--- config.mk ---
export PLATFORM = sky130hd
export DESIGN_NAME = iter_divider_rk
export DESIGN_NICKNAME = d
export VERILOG_FILES = /design/src/rtl/iter_divider_rk.sv
export SDC_FILE = /design/constraint.sdc
export NUM_CORES = 2
export LEC_CHECK = 0
export ABC_AREA = 1
export CAP_MARGIN = 20
export CORE_MARGIN = 4
export CORE_UTILIZATION = 55
export CTS_CLUSTER_SIZE = 30
export DETAILED_ROUTE_END_ITERATION = 8
export GPL_ROUTABILITY_DRIVEN = 1
export PLACE_DENSITY = 0.74
export SKIP_CTS_REPAIR_TIMING = 1
export SLEW_MARGIN = 10
export SYNTH_ARGS = -nofsm -noshare
export SYNTH_HDL_FRONTEND = slang
export SYNTH_SLANG_ARGS = --single-unit
--- constraint.sdc ---
create_clock -name clk -period 31.9 [get_ports clk]
set_input_delay 3.19 -clock clk [delete_from_list [all_inputs] [get_ports clk]]
set_output_delay 3.19 -clock clk [all_outputs]
set_load 0.01 [all_outputs]
--- src/rtl/iter_divider_rk.sv ---
// iter_divider_rk: iterative integer divider/remainder retiring K quotient bits per cycle, with early-out and RISC-V special cases.
// Define DIVIDER_RESULT_CACHE_EN to add a one-entry cache that lets a repeated divide skip iteration.
module iter_divider_rk #(
   parameter int W = 64,
   parameter int K = 1,
   parameter int LG_ROB = 6,
   parameter int LG_PRF = 7
) (
   input  logic              clk,
   input  logic              reset,
   input  logic              flush,
   input  logic              start_div,
   input  logic [W-1:0]      inA,
   input  logic [W-1:0]      inB,
   input  logic              is_signed_div,
   input  logic              is_rem,
   input  logic              is_w,
   input  logic [LG_ROB-1:0] rob_ptr_in,
   input  logic [LG_PRF-1:0] prf_ptr_in,
   input  logic              wb_slot_used,
   output logic              ready,
   output logic              complete,
   output logic [W-1:0]      y,
   output logic [LG_ROB-1:0] rob_ptr_out,
   output logic [LG_PRF-1:0] prf_ptr_out
);
   localparam int CW = $clog2(W) + 1;
   localparam int LK = $clog2(K);

   typedef enum logic [2:0] {IDLE, PREP, DIVIDE, FIXUP, WAIT_WB} state_t;
   state_t state, next_state;

   logic [W-1:0]   a_ext, b_ext, a_abs, b_abs;
   logic           sa, sb;
   logic [W-1:0]   a_val, b_val, a_mag, d;
   logic           sgn, rem_f, w_f, qsign, rsign;
   logic [2*W-1:0] rr, rr_n;
   logic [W-1:0]   q, q_n;
   logic [W:0]     t;
   logic           ge;
   logic [CW-1:0]  cnt, lz, shamt, iters;
   logic [W-1:0]   min_val, r_hi, q_fix, r_fix, res, res_x;
   logic           div0, ovf, zero, hit;
   logic [W-1:0]   hit_q, hit_r;

   always_comb begin
      a_ext = is_w ? {{(W-32){is_signed_div & inA[31]}}, inA[31:0]} : inA;
      b_ext = is_w ? {{(W-32){is_signed_div & inB[31]}}, inB[31:0]} : inB;
      sa = is_signed_div & a_ext[W-1];
      sb = is_signed_div & b_ext[W-1];
      a_abs = sa ? -a_ext : a_ext;
      b_abs = sb ? -b_ext : b_ext;
   end

   // Pre-shift is clz rounded down to a multiple of K so a ragged top group lands first.
   always_comb begin
      lz = CW'(W);
      for (int i = 0; i < W; i++)
         if (a_mag[i]) lz = CW'(W - 1 - i);
      shamt = lz & ~CW'(K - 1);
      iters = (CW'(W) - shamt) >> LK;
   end

   always_comb begin
      min_val = w_f ? {{(W-31){1'b1}}, {31{1'b0}}} : {1'b1, {(W-1){1'b0}}};
      div0 = b_val == '0;
      ovf = sgn & (a_val == min_val) & (&b_val);
      zero = a_mag == '0;
   end

   // K restoring steps; t is the shifted partial remainder, one bit wider than D.
   always_comb begin
      rr_n = rr;
      q_n = q;
      t = '0;
      ge = 1'b0;
      for (int i = 0; i < K; i++) begin
         t = rr_n[2*W-1:W-1];
         ge = t >= {1'b0, d};
         t = ge ? t - {1'b0, d} : t;
         rr_n = {t[W-1:0], rr_n[W-2:0], 1'b0};
         q_n = {q_n[W-2:0], ge};
      end
   end

   always_comb begin
      r_hi = rr[2*W-1:W];
      q_fix = (sgn & qsign) ? -q : q;
      r_fix = (sgn & rsign) ? -r_hi : r_hi;
      res = rem_f ? r_fix : q_fix;
      res_x = w_f ? {{(W-32){res[31]}}, res[31:0]} : res;
   end

`ifdef DIVIDER_RESULT_CACHE_EN
   logic          c_valid, c_s, c_w;
   logic [W-1:0]  c_a, c_b, c_q, c_r;

   always_ff @(posedge clk or posedge reset) begin
      if (reset) begin
         c_valid <= 1'b0;
         c_s <= 1'b0;
         c_w <= 1'b0;
         c_a <= '0;
         c_b <= '0;
         c_q <= '0;
         c_r <= '0;
      end else if (state == DIVIDE && cnt == CW'(1) && !flush) begin
         c_valid <= 1'b1;
         c_s <= sgn;
         c_w <= w_f;
         c_a <= a_mag;
         c_b <= d;
         c_q <= q_n;
         c_r <= rr_n[2*W-1:W];
      end
   end

   assign hit = c_valid & (c_a == a_mag) & (c_b == d) & (c_s == sgn) & (c_w == w_f);
   assign hit_q = c_q;
   assign hit_r = c_r;
`else
   assign hit = 1'b0;
   assign hit_q = '0;
   assign hit_r = '0;
`endif

   always_ff @(posedge clk or posedge reset) begin
      if (reset) state <= IDLE;
      else state <= next_state;
   end

   always_comb begin
      next_state = state;
      case (state)
         IDLE:    next_state = (start_div & !flush) ? PREP : IDLE;
         PREP:    next_state = (div0 | ovf) ? WAIT_WB : (zero | hit) ? FIXUP : DIVIDE;
         DIVIDE:  next_state = (cnt == CW'(1)) ? FIXUP : DIVIDE;
         FIXUP:   next_state = WAIT_WB;
         WAIT_WB: next_state = wb_slot_used ? WAIT_WB : IDLE;
         default: next_state = IDLE;
      endcase
      if (flush) next_state = IDLE;
   end

   always_comb begin
      ready = (state == IDLE) & !start_div;
      complete = (state == WAIT_WB) & !wb_slot_used & !flush;
   end

   always_ff @(posedge clk or posedge reset) begin
      if (reset) begin
         a_val <= '0;
         b_val <= '0;
         a_mag <= '0;
         d <= '0;
         sgn <= 1'b0;
         rem_f <= 1'b0;
         w_f <= 1'b0;
         qsign <= 1'b0;
         rsign <= 1'b0;
         rr <= '0;
         q <= '0;
         cnt <= '0;
         y <= '0;
         rob_ptr_out <= '0;
         prf_ptr_out <= '0;
      end else begin
         case (state)
            IDLE: if (start_div & !flush) begin
               a_val <= a_ext;
               b_val <= b_ext;
               a_mag <= a_abs;
               d <= b_abs;
               sgn <= is_signed_div;
               rem_f <= is_rem;
               w_f <= is_w;
               qsign <= sa ^ sb;
               rsign <= sa;
               rob_ptr_out <= rob_ptr_in;
               prf_ptr_out <= prf_ptr_in;
            end
            PREP: if (div0) y <= rem_f ? a_val : '1;
               else if (ovf) y <= rem_f ? '0 : a_val;
               else if (zero) begin
                  rr <= '0;
                  q <= '0;
               end else if (hit) begin
                  rr <= {hit_r, {W{1'b0}}};
                  q <= hit_q;
               end else begin
                  rr <= {{W{1'b0}}, a_mag} << shamt;
                  q <= '0;
                  cnt <= iters;
               end
            DIVIDE: begin
               rr <= rr_n;
               q <= q_n;
               cnt <= cnt - CW'(1);
            end
            FIXUP: y <= res_x;
            default: ;
         endcase
      end
   end
endmodule
==> results by stage <==
Run:
- Max-cap violations in this run came to 0.

Power and ir drop:
- The power per cell area is roughly 62 mW/mm^2.
- The worst-case IR drop observed on VDD is about 0.000057 V.
- For this design the static power due to leakage is roughly 0.020 uW.

Final layout:
- Leaving out fill and tap cells, the most frequent cells in the layout are sky130_fd_sc_hd__nand2_1, sky130_fd_sc_hd__nand3_1, sky130_fd_sc_hd__o21ai_0.
- The area of combinational cells with multiple inputs is 0.0203 mm^2.
- The synthesis-to-layout area growth is 13.2%.
- Leaving out fill and tap cells, the most frequent cell in the layout is sky130_fd_sc_hd__nand2_1.
- At the end of the flow, the number of nets in the layout was between 5000 and 6000.
- After filler insertion, the fill cell instance count of the layout stands at approximately 6200.
- The post-route netlist has 5.18% of its cells at a drive strength greater than 1.
- The final non-filler cell area is 0.0419 mm^2.
- The area occupied by registers is approximately 0.013 mm^2.

Die:
- The height of the die is 267 um.
- The die covers around 0.072 mm^2.
- Measured along the x axis, the die boundary spans 267 um.
- After floorplanning, the core was divided into 94 placement rows.
- about 230 I/O pins were placed.
- The initial core utilization is between 50 and 60%.
- The area of the core region is 0.0662 mm^2.

Drt:
- The detail route stage leaves a number of antenna-violating nets equal to 0.
- The routed length per placed instance is approximately 22 um.
- The number of search-and-repair iterations in the first detailed-routing pass is 6.
- The first routing iteration left approximately 6100 violations.
- The total wire length is approximately 140000 um.
- The via density per instance is roughly 6.2.
- The routed layout has 40100 vias.
- The number of DRC violations after detailed routing is 0.

Clock network:
- The number of clock buffers added by TritonCTS is 61.
- The clock passes through at most 3 buffers.
- CTS built an H-tree with a depth of 2.
- The insertion delay to the later sink of the worst-skew pair is between 600 and 700 ps.
- The root cell of the clock tree is sky130_fd_sc_hd__clkbuf_16.
- The tree built by TritonCTS fans out to about 540 sinks.
- After clock tree synthesis, the clock-pin slew on the worst setup and hold paths is 60 ps.
- The clock tree from TritonCTS is built.

STA:
- The measured slew at the worst slew-check pin is approximately 1300 ps.
- The total negative slack is 0 ps.
- The peak clock frequency supported by timing is around 120 MHz.
- The max-slew violation total from the final report was 0.
- The minimum clock period is 8070 ps.
- Headroom to the max-slew limit came out at between 10% and 20%.
- The worst setup margin is around 24000 ps.
- The hold violation count in the final report was 0.
- Setup repair after global routing left no endpoint under its margin.
- The final setup violation count is 0.
- Of the available clock period, the critical path in the final layout requires about a quarter.
- Clock skew on the completed layout was measured at between 20 and 30 ps.

Yosys:
- The per-instance average area after synthesis is between 6 and 7 um^2.
- Summed over all instances, the cell type with the most area after synthesis is sky130_fd_sc_hd__dfrtp_1.
- The sequential share of the synthesized area is a little over a third.
- Counting flops and latches in the post-synthesis netlist gives approximately 540.
- The number of enable flip-flop cells after synthesis is 0.
- The unique cell type count in the Yosys netlist is 66.
- When the netlist entered floorplanning its net count stood at around 5700.
- The number of instances in the synthesized netlist is roughly 5500.
- The top cell type's share of synthesized area is between 30% and 40%.
- By area the synthesized netlist is led by sky130_fd_sc_hd__dfrtp_1, sky130_fd_sc_hd__nand2_1, sky130_fd_sc_hd__nand3_1, sky130_fd_sc_hd__o21ai_0, sky130_fd_sc_hd__inv_1.
- For this run, the number of Yosys warnings is 0.
- Of all flip-flops after synthesis, the portion carrying an async set or reset was 100%.
- The most common flop cell mapped by yosys is sky130_fd_sc_hd__dfrtp_1.
- Summing every instance area after synthesis gives 0.0370 mm^2.

Min path:
- The worst hold-check path type is reg -> reg.
- The worst min-delay path startpoint is prf_ptr_out[4]$_DFFE_PP0P_.
- The endpoint of the worst hold-timing path is prf_ptr_out[4]$_DFFE_PP0P_.
- The cell count of the worst hold path is 2.

Worst setup path:
- The longest individual stage delay on the worst path is ~450 ps.
- The required time of the critical path is 32460 ps.
- The slowest stage of the critical path is the sky130_fd_sc_hd__clkdlybuf4s50_1 cell.
- The type of element capturing the critical path is a flop.
- The cell with the most instances on the worst path is sky130_fd_sc_hd__inv_1.
- The largest delay contributor family on the critical path is simple AND/OR/NAND/NOR gates.
- The critical path class is in -> reg.
- The worst path buffer plus inverter count is 15.
- The highest fanout seen on the critical path is 4.
- The arrival time at the worst endpoint is ~8600 ps.
- In this run the critical register-to-register path is launched from a_val[0]$_DFFE_PP0P_.
- The reg-to-reg critical path endpoint is rr[54]$_DFFE_PP0P_.
- The register-to-register path setup slack is ~25000 ps.
- The worst setup path is launched from an input pin.
- The number of cells on the worst reg-to-reg path is between 70 and 80.

Global route:
- The first-pass GRT wire length is 212000 um.
- The global route total overflow is 0.
- Entering global routing, the biggest net connects about 170 pins.
- The number of global-route vias before repair is roughly 36000.
- The initial antenna violation count came to 5.
- Global routing consumed, over all layers together, approximately 38% of the routing resources.

Place:
- The worst setup timing slack at the placement stage is between 20000 and 25000 ps.
- The cell area reported after detailed placement is about 0.04 mm^2.
- The HPWL after detailed placement is 104000 um.
- At the end of routability-driven placement, the weighted congestion stood at between 1 and 1.5.
- During placement, the flow inserted port buffers numbering 227.

Run status:
- The flow ran to the end, and the final reports show no timing, DRC or antenna violations.
-- through the flow --
stage / total power [uW] / util, % / cells / hold WS [ps]
5_1_grt: 2740 / 63.3 / 6424 / 499
6_report: 2610 / 63.3 / 6427 / 474
3_5_place_dp: 1810 / 60.0 / 6310 / 462
2_1_floorplan: 1480 / - / 5457 / 447
3_3_place_gp: 1800 / 60.0 / 6310 / 457
4_1_cts: 2570 / 63.3 / 6422 / 477
-- logic make-up (layout without fill, tap and decap cells) --
family | after synthesis | in the layout | share of synthesized area [%]
and+or+nand+nor | 2589 | 2589 | 30.5
buffers and inverters | 875 | 978 | 9.03
xor gates and xnor gates | 60 | 60 | 1.42
other | 0 | 3 | 0
DFF | 538 | 538 | 36.4
AOI/OAI and AO/OA | 1323 | 1323 | 20.3
adders and majority gates | 72 | 72 | 2.45
-- registers in the layout (all words and copies together) (netlist names), 63 cells and up --
register,count
a_val,64
b_val,64
a_mag,63
rr,128
q,64
y,64
d,63
-- worst reg2reg max path: cells and delay by family, from the launching register on --
family                 cells  cell delay, ps
DFF                        1             320
buffers and inverters      4            1550
and+or+nand+nor           71            4460
AOI/OAI and AO/OA          1              80
-- routing by layer --
| metal | GRT usage (%) | routed length [um] | share of wire, % |
|---|---|---|---|
| met4 | 12.4 | 5400 | 3.9 |
| met1 | 58.9 | 61200 | 44 |
| met2 | 51.1 | 54500 | 39 |
| met5 | 0 | 72 | 0.052 |
| met3 | 9.34 | 18000 | 13 |
-- area by class of cell --
cell class                      count  share of cell area, %
Tap cell                          864                   2.58
Multi-Input combinational cell   4044                   48.4
Sequential cell                   538                   32.1
Timing Repair Buffer              284                   6.49
Antenna cell                        3                 0.0179
Inverter                          582                   5.25
Clock buffer                       76                   4.06
Clock inverter                     36                   1.07
-- report_power, final --
part	internal, uW	switching (uW)
Combinational	295	636
Clock	450	311
Sequential	806	107
-- worst max-delay path by stage --
stage | depth (start not counted) | start | endpoint | slack, ps
finish | 42 | inA[0] | a_mag[60]$_DFFE_PP0P_ | 23830
global route | 42 | inA[0] | a_mag[60]$_DFFE_PP0P_ | 22980
CTS | 42 | inA[0] | a_mag[60]$_DFFE_PP0P_ | 23980
detailed placement | 42 | inA[0] | a_mag[60]$_DFFE_PP0P_ | 23380
global placement | 41 | inA[0] | a_mag[60]$_DFFE_PP0P_ | 23520
floorplan | 1 | reset | a_mag[10]$_DFFE_PP0P_ | 13670
-- cells in the mapped netlist, drive strengths merged (2+ instances only) --
cell type,n
o211ai,55
a221oi,3
o21bai,7
o21ai,588
a21oi,406
o21a,14
o221ai,22
nor4,73
or2,28
nor3b,4
clkbuf,244
nor2,441
a21o,3
nand4,59
o31ai,22
nand2,1215
o22ai,79
a22oi,18
nand3,638
dfrtp,538
a22o,10
ha,71
o311ai,24
nor3,125
o41ai,8
inv,573
clkinv,9
a221o,6
a31oi,39
a211oi,3
xnor2,35
and2,2
a31o,3
o32ai,6
buf,49
xor2,25
a32o,3
Power figures use the tool's default switching activity.
